[src/rtl/elgamal_decryptor.sv]
// elgamal_decryptor
//   ElGamal receive endpoint. Accepts group parameters (p, g), derives a
//   private key x from a Galois LFSR seeded with p^g, publishes y = g^x mod p,
//   then decrypts ciphertext pairs (c1, c2) into m = c2 * c1^(p-1-x) mod p.
//   All arithmetic runs on one shared bit-serial modular multiplier; the
//   exponentiation always performs both multiplies per exponent bit, so its
//   latency does not depend on the data.
//
//   Optional build macro: ELGAMAL_KEY_LOAD_EN adds key_tdata/key_tvalid so a
//   private key can be loaded alongside the parameters instead of generated.
//
// Ports
//   clk, rst                      clock (rising edge), async active-high reset
//   input_first_*                 AXI-S, p in IDLE, c1 in DEC_IDLE
//   input_second_*                AXI-S, g in IDLE, c2 in DEC_IDLE
//   output_key_tvalid/tready      handshake for the public-key tuple
//   output_p/g/y_tdata            public-key tuple (p, g, y)
//   output_m_*                    AXI-S plaintext, tuser flags range error
//   key_tdata, key_tvalid         optional loaded private key
//   param_err                     last parameter transfer was rejected
module elgamal_decryptor #(
    parameter int unsigned     SIZE = 64,
    parameter logic [SIZE-1:0] TAPS = SIZE'(64'hD800000000000000)
) (
    input  logic            clk,
    input  logic            rst,
    input  logic [SIZE-1:0] input_first_tdata,
    input  logic            input_first_tvalid,
    output logic            input_first_tready,
    input  logic [SIZE-1:0] input_second_tdata,
    input  logic            input_second_tvalid,
    output logic            input_second_tready,
    output logic            output_key_tvalid,
    input  logic            output_key_tready,
    output logic [SIZE-1:0] output_p_tdata,
    output logic [SIZE-1:0] output_g_tdata,
    output logic [SIZE-1:0] output_y_tdata,
    output logic [SIZE-1:0] output_m_tdata,
    output logic            output_m_tvalid,
    input  logic            output_m_tready,
    output logic            output_m_tuser,
`ifdef ELGAMAL_KEY_LOAD_EN
    input  logic [SIZE-1:0] key_tdata,
    input  logic            key_tvalid,
`endif
    output logic            param_err
);

    localparam int unsigned BW = (SIZE > 1) ? $clog2(SIZE) : 1;

    typedef enum logic [2:0] {
        IDLE, KEYGEN, PUBKEY, KEY_OUT, DEC_IDLE, DEC_EXP, DEC_MUL, DEC_OUT
    } state_t;

    state_t          r_state;
    logic [SIZE-1:0] r_p, r_g, r_x, r_y, r_c1, r_c2, r_dexp, r_lfsr;
    logic [SIZE-1:0] r_exp_r, r_acc, r_m;
    logic [BW-1:0]   r_mbit, r_ebit;
    logic            r_phase, r_mload, r_fin;
    logic            r_key_valid, r_m_valid, r_m_user, r_param_err;

    logic            w_accept, w_param_ok, w_cand_ok, w_ct_ok;
    logic [SIZE-1:0] w_seed, w_lfsr_next, w_base, w_exp_e, w_mul_a, w_mul_b;
    logic [SIZE:0]   w_dbl, w_sum, w_p1;
    logic [SIZE-1:0] w_dbl_red, w_sum_red, w_step, w_exp_next;
`ifdef ELGAMAL_KEY_LOAD_EN
    logic            w_key_ok;
`endif

    // Joint transfer: both channels accept together, only while waiting
    assign w_accept = ((r_state == IDLE) || (r_state == DEC_IDLE)) &&
                      input_first_tvalid && input_second_tvalid && !rst;
    assign input_first_tready  = w_accept;
    assign input_second_tready = w_accept;

    assign w_param_ok = (input_first_tdata >= SIZE'(3)) &&
                        (input_second_tdata != '0) &&
                        (input_second_tdata < input_first_tdata);
    assign w_seed     = ((input_first_tdata ^ input_second_tdata) == '0) ?
                        SIZE'(1) : (input_first_tdata ^ input_second_tdata);
    assign w_ct_ok    = (input_first_tdata != '0) && (input_first_tdata < r_p) &&
                        (input_second_tdata < r_p);
`ifdef ELGAMAL_KEY_LOAD_EN
    assign w_key_ok   = key_tvalid && (key_tdata != '0) &&
                        (key_tdata <= input_first_tdata - SIZE'(2));
`endif

    // Galois LFSR, right-shifting; candidate must lie in [1, p-2]
    assign w_lfsr_next = (r_lfsr >> 1) ^ (r_lfsr[0] ? TAPS : '0);
    assign w_cand_ok   = (w_lfsr_next != '0) && (w_lfsr_next <= r_p - SIZE'(2));

    // Exponentiation operands: keygen uses (g, x), decryption (c1, p-1-x)
    assign w_base  = (r_state == PUBKEY) ? r_g : r_c1;
    assign w_exp_e = (r_state == PUBKEY) ? r_x : r_dexp;

    // Multiplier operand select: square, multiply by base, or final c2*s'
    always_comb begin
        w_mul_a = r_exp_r;
        w_mul_b = r_exp_r;
        if (r_state == DEC_MUL) begin
            w_mul_a = r_c2;
        end else if (r_phase) begin
            w_mul_b = w_base;
        end
    end

    // One multiplier iteration: r = 2r mod p, then r = r + a mod p if bit set
    assign w_p1      = {1'b0, r_p};
    assign w_dbl     = {r_acc, 1'b0};
    assign w_dbl_red = SIZE'((w_dbl >= w_p1) ? (w_dbl - w_p1) : w_dbl);
    assign w_sum     = {1'b0, w_dbl_red} + {1'b0, w_mul_a};
    assign w_sum_red = SIZE'((w_sum >= w_p1) ? (w_sum - w_p1) : w_sum);
    assign w_step    = w_mul_b[r_mbit] ? w_sum_red : w_dbl_red;

    // After the base multiply, keep the product only when the exponent bit is set
    assign w_exp_next = w_exp_e[r_ebit] ? w_step : r_exp_r;

    // Control, key storage and arithmetic sequencing
    always_ff @(posedge clk or posedge rst) begin
        if (rst) begin
            r_state     <= IDLE;
            r_p         <= '0;
            r_g         <= '0;
            r_x         <= '0;
            r_y         <= '0;
            r_c1        <= '0;
            r_c2        <= '0;
            r_dexp      <= '0;
            r_lfsr      <= SIZE'(1);
            r_exp_r     <= '0;
            r_acc       <= '0;
            r_m         <= '0;
            r_mbit      <= '0;
            r_ebit      <= '0;
            r_phase     <= 1'b0;
            r_mload     <= 1'b0;
            r_fin       <= 1'b0;
            r_key_valid <= 1'b0;
            r_m_valid   <= 1'b0;
            r_m_user    <= 1'b0;
            r_param_err <= 1'b0;
        end else begin
            case (r_state)
                IDLE: begin
                    if (w_accept) begin
                        if (w_param_ok) begin
                            r_param_err <= 1'b0;
                            r_p         <= input_first_tdata;
                            r_g         <= input_second_tdata;
                            r_lfsr      <= w_seed;
                            r_exp_r     <= SIZE'(1);
                            r_ebit      <= BW'(SIZE - 1);
                            r_phase     <= 1'b0;
                            r_mload     <= 1'b1;
                            r_fin       <= 1'b0;
`ifdef ELGAMAL_KEY_LOAD_EN
                            if (w_key_ok) begin
                                r_x     <= key_tdata;
                                r_state <= PUBKEY;
                            end else
`endif
                            r_state <= KEYGEN;
                        end else begin
                            r_param_err <= 1'b1;
                        end
                    end
                end
                KEYGEN: begin
                    r_lfsr <= w_lfsr_next;
                    if (w_cand_ok) begin
                        r_x     <= w_lfsr_next;
                        r_exp_r <= SIZE'(1);
                        r_ebit  <= BW'(SIZE - 1);
                        r_phase <= 1'b0;
                        r_mload <= 1'b1;
                        r_state <= PUBKEY;
                    end
                end
                PUBKEY, DEC_EXP, DEC_MUL: begin
                    if (r_fin) begin
                        // Extra cycle between the final product and m becoming visible
                        r_fin     <= 1'b0;
                        r_m       <= r_acc;
                        r_m_user  <= 1'b0;
                        r_m_valid <= 1'b1;
                        r_state   <= DEC_OUT;
                    end else if (r_mload) begin
                        r_acc   <= '0;
                        r_mbit  <= BW'(SIZE - 1);
                        r_mload <= 1'b0;
                    end else begin
                        r_acc <= w_step;
                        if (r_mbit != '0) begin
                            r_mbit <= r_mbit - BW'(1);
                        end else begin
                            r_mload <= 1'b1;
                            if (r_state == DEC_MUL) begin
                                r_fin <= 1'b1;
                            end else if (!r_phase) begin
                                r_exp_r <= w_step;
                                r_phase <= 1'b1;
                            end else begin
                                r_exp_r <= w_exp_next;
                                r_phase <= 1'b0;
                                if (r_ebit != '0) begin
                                    r_ebit <= r_ebit - BW'(1);
                                end else if (r_state == PUBKEY) begin
                                    r_y         <= w_exp_next;
                                    r_key_valid <= 1'b1;
                                    r_state     <= KEY_OUT;
                                end else begin
                                    r_state <= DEC_MUL;
                                end
                            end
                        end
                    end
                end
                KEY_OUT: begin
                    if (output_key_tready) begin
                        r_key_valid <= 1'b0;
                        r_state     <= DEC_IDLE;
                    end
                end
                DEC_IDLE: begin
                    if (w_accept) begin
                        r_c1   <= input_first_tdata;
                        r_c2   <= input_second_tdata;
                        r_dexp <= r_p - SIZE'(1) - r_x;
                        if (w_ct_ok) begin
                            r_exp_r <= SIZE'(1);
                            r_ebit  <= BW'(SIZE - 1);
                            r_phase <= 1'b0;
                            r_mload <= 1'b1;
                            r_fin   <= 1'b0;
                            r_state <= DEC_EXP;
                        end else begin
                            r_m       <= '0;
                            r_m_user  <= 1'b1;
                            r_m_valid <= 1'b1;
                            r_state   <= DEC_OUT;
                        end
                    end
                end
                DEC_OUT: begin
                    if (output_m_tready) begin
                        r_m_valid <= 1'b0;
                        r_state   <= DEC_IDLE;
                    end
                end
                default: r_state <= IDLE;
            endcase
        end
    end

    assign output_key_tvalid = r_key_valid;
    assign output_p_tdata    = r_p;
    assign output_g_tdata    = r_g;
    assign output_y_tdata    = r_y;
    assign output_m_tdata    = r_m;
    assign output_m_tvalid   = r_m_valid;
    assign output_m_tuser    = r_m_user;
    assign param_err         = r_param_err;

endmodule

[config.mk]
export PLATFORM = sky130hd
export DESIGN_NAME = elgamal_decryptor
export DESIGN_NICKNAME = d
export VERILOG_FILES = /design/src/rtl/elgamal_decryptor.sv
export SDC_FILE = /design/constraint.sdc
export NUM_CORES = 2
export LEC_CHECK = 0
export CORE_ASPECT_RATIO = 1.75
export CORE_MARGIN = 2
export CORE_UTILIZATION = 50
export DETAILED_ROUTE_END_ITERATION = 16
export HOLD_SLACK_MARGIN = 0.08
export PLACE_DENSITY = 0.76
export SETUP_SLACK_MARGIN = 0.15
export SLEW_MARGIN = 20
export SYNTH_ARGS = -nofsm -noshare
export SYNTH_HDL_FRONTEND = slang
export SYNTH_SLANG_ARGS = --single-unit
[constraint.sdc]
create_clock -name clk -period 61.6 [get_ports clk]
set_input_delay 9.24 -clock clk [delete_from_list [all_inputs] [get_ports clk]]
set_output_delay 9.24 -clock clk [all_outputs]
set_load 0.03 [all_outputs]
# After elaboration in Yosys (flattened, before gate mapping)
# Index checks and enable logic that the tools add are counted.
# word_totals
ff_bits,726
word_cells,220
in_bits,134
# op_classes
n_mux,105
n_eq_ne,29
n_addsub,8
reduce_logical,41
bitwise,7
magnitude_cmp,9
# op_table
op,n
$mux 64,27
$pmux 64 s2,2
$pmux 64 s4,1
$lt 64x64->1,3
$reduce_bool 64->1,3
$sub 64x64->64,3
$ge 65x64->1,2
$mux 6,13
$add 64x64->65,1
$ge 64x2->1 const B,1
$le 64x64->1,1
$logic_not 64->1,1
$sub 64x1->64 const B,1
$sub 64x2->64 const B,1
$xor 63x64->64,1
$xor 64x64->64,1
$mux 3,13
$mux 1,38
$ne 2x2->1 const B,17
$pmux 6 s4,1
$pmux 3 s6,1
$ne 3x3->1 const B,5
$lt 6x7->1 const B,2
$bmux 1 s6,2
28 further kinds,58

# Longest topological paths before layout
# logic_depth
depth_word,14
ltp_mapped,42
depth_no_buf,35

# Worst setup path after synthesis
# Ideal clock, no wire load.
# synth_path
path_type,input to output
startpoint,input rst
endpoint,output input_second_tready
path_stages,4
t_arrival_ps,27053
slack_ps,25307
n_path_buf,1
path_cell_list,inv_1 -> nand4_1 -> inv_1 -> buf_4
# synth_between
elab_chain_cells,2
# synth_lines
item,line,text
"start, declared",26,"input logic rst,"
$logic_not 1->1 (no line),-,
$logic_and 1x1->1,72,input_first_tvalid && input_second_tvalid && !rst;
"end, declared",32,"output logic input_second_tready,"
# Every way passes these cells.

# Worst setup path in the final report
# Same ends and word-level chain as after synthesis.

==> qor.txt <==
Netlist cell types - 90
EDFF count, synth - 0
Max FO, Critical Path - 106
Arr. time, crit path - 11590 ps
largest net degree at the start of global routing - 164
Port Buffers - 395
DRC - 0
status - complete, no violations
wire per inst - 31.1 um
Slew @ Worst Pin - 1290 ps
period utilization - 0.338
relative slew slack - 0.127
global-route wire length before repair - 378 mm
GRT Total Usage - 0.446
setup TNS - 0 ps
drt via density - 6.65
Fmax - 48.0 MHz
core area - 0.113 sq mm
P&R area growth vs syn - 14.2%
initial core utilization - 0.504
syn_nets - 7358
Mean Syn Cell Area - 8.46 sq um
die area - 0.116 sq mm
Max Cap Viol - 0
die height - 449 um
post-cts sizing count - 0
Fin Clk Skew - 51.0 ps
vias in the first global route - 55900
CP Capture Type - output port
register area share after synthesis - 0.320
RSZ-0062 raised after global routing - no
Final nets - 7553
CTS tree - built
Final HPWL DP - 205 mm
flops & latches, synth - 726
Cells after Synth - 6705
Worst Hold Class - reg -> reg
DRT antenna net count - 0
Synth Flop Type - dfrtp_1
antenna violations before repair - 10
Slew Limit Fails - 0
layout cell share with drive strength beyond 1 - 0.0845
CTS Buf Count - 75
Tmin final - 20830 ps
Worst EP required - 52360 ps
Pre-Repair DR Iteration Count - 8
reg2reg setup slack - 48070 ps
WL final - 263 mm
final setup fails - 0
row count - 163
CTS Buffer Depth - 3
critical path startpoint category - input pin
post-synthesis instance area - 0.0567 sq mm
clock root buffer master - clkbuf_16
cts hold-fix bufs - 0
Hold Violations, Final - 0
Ports - 396
YS warnings - 0
Die Wd - 259 um
Placer Congestion - 1.07
clk_lat worst skew - 710 ps
CTS H-tree lvls - 3
number of DRC markers in iteration 0 - 5487
Overflow after GRT - 0
post-synthesis async set-or-reset flop share - 1.00
Clock Pin Slew Worst Setup and Hold Paths - 60 ps
via count - 56200
Post-CTS Setup Bufs - 0
Sinks on Clock Net - 726
critical path type - in -> out
[worst max-delay path, cell delays in order]
cell             delay, ps
clkdlybuf4s50_1        500
inv_8                  560
nand4_1                410
inv_1                  160
clkdlybuf4s50_1        680
[flip-flops by register name, summed over array words and instances (netlist names), 3 cells and up]
name,cells
r_c2,64
r_mbit,6
r_exp_r,64
r_x,64
r_c1,64
output_m_tdata,64
r_ebit,6
r_dexp,64
output_p_tdata,64
output_y_tdata,64
r_state,3
r_lfsr,64
r_acc,64
output_g_tdata,64
[routing by layer]
metal	GRT usage	vias to the layer above	part of all wire
met2	0.728	2915	0.47
li1	-	24700	-
met5	0	-	0.00026
met1	0.491	27500	0.35
met3	0.0769	1023	0.074
met4	0.410	10	0.11
[through the flow]
step | utilization | instance area [sq um] | hold slack [ps] | setup WS, ps | cells
2_1_floorplan | - | 56700 | 434 | 25310 | 6705
3_3_place_gp | 0.550 | 61900 | 453 | 40700 | 8306
3_5_place_dp | 0.550 | 61900 | 459 | 40690 | 8307
4_1_cts | 0.574 | 64700 | 471 | 40690 | 8441
5_1_grt | 0.575 | 64700 | 494 | 40570 | 8445
6_report | 0.575 | 64700 | 475 | 40770 | 8448
[synthesized netlist by cell type, types with 18 or more instances]
library cell / number / area share
nand2_1: 1038 / 0.069
dfrtp_1: 725 / 0.32
o21ai_0: 652 / 0.058
a21oi_1: 522 / 0.046
ha_1: 515 / 0.11
nor2_1: 344 / 0.023
inv_1: 332 / 0.022
clkbuf_1: 305 / 0.020
a21o_1: 198 / 0.026
xnor2_1: 191 / 0.030
mux2_2: 155 / 0.031
nand4_1: 148 / 0.016
nand3_1: 116 / 0.010
nor3_1: 102 / 0.0090
a22o_1: 93 / 0.014
nor4_1: 87 / 0.0096
xor2_1: 87 / 0.013
mux4_2: 86 / 0.034
a211oi_1: 66 / 0.0087
o21bai_1: 65 / 0.0086
or2_2: 64 / 0.0071
a31oi_1: 60 / 0.0066
o21a_1: 59 / 0.0078
o211ai_1: 44 / 0.0058
mux2i_1: 42 / 0.0074
and3_1: 41 / 0.0045
nand2b_1: 38 / 0.0042
nor2b_1: 37 / 0.0041
and2_1: 33 / 0.0036
buf_2: 30 / 0.0026
o31ai_1: 29 / 0.0038
o22ai_1: 21 / 0.0023
or3_1: 18 / 0.0020
[cells by family (layout without fill, tap and decap cells)]
group	count (synthesis)	in the layout	synth area share
buf+inv	691	943	0.0468
xor+xnor	278	278	0.0429
flops	726	726	0.320
simple gates	2143	2143	0.174
mux	284	284	0.0726
fa+ha+maj	519	519	0.115
other cells	0	6	0
compound gates	2064	2064	0.229
[final cells by class]
cell class	instances	area (sq um)
Fill cell	10400	47900
Clock buffer	95	2150
Timing Repair Buffer	475	4580
Inverter	334	1260
Antenna cell	6	15.0
Tap cell	1485	1860
Multi-Input combinational cell	5288	36100
Clock inverter	39	591
Sequential cell	726	18200
[cell usage in the layout (no fill, tap or decap), drive strengths merged, types with 16 or more instances in the layout]
cell | Yosys | layout
nand2b | 38 | 38
or3 | 18 | 18
and3 | 41 | 41
clkinv | 1 | 16
a21oi | 522 | 522
a22o | 93 | 93
nand2 | 1038 | 1038
o21ai | 659 | 659
a31oi | 60 | 60
and4 | 17 | 17
nor4 | 87 | 87
a211o | 17 | 17
clkbuf | 306 | 96
dfrtp | 725 | 725
nand3 | 116 | 116
o21bai | 65 | 65
or2 | 64 | 64
mux2 | 156 | 156
o211ai | 44 | 44
o31ai | 29 | 29
o22ai | 21 | 21
o21a | 59 | 59
xor2 | 87 | 87
xnor2 | 191 | 191
inv | 333 | 336
and2 | 34 | 34
a21o | 198 | 198
mux2i | 42 | 42
mux4 | 86 | 86
buf | 51 | 79
nor2 | 344 | 344
nor2b | 37 | 37
nand4 | 148 | 148
nor3 | 102 | 102
ha | 515 | 515
a211oi | 67 | 67
clkdlybuf4s50 | 0 | 395
[final timing paths]
kind	start	end	cells after the start
max in group asynchronous	rst	output_m_tdata[2]	5
min in group asynchronous	rst	r_dexp[58]	2
setup reg to reg	output_p_tdata[52]	r_acc[41]	36
setup / recovery	rst	input_second_tready	5
hold reg to reg	r_dexp[43]	r_dexp[43]	2
hold / removal	r_dexp[43]	r_dexp[43]	2
Power is left out: the tool's default activity adds up to more than one toggle a clock period on the data nets, which glitch-free logic cannot reach.
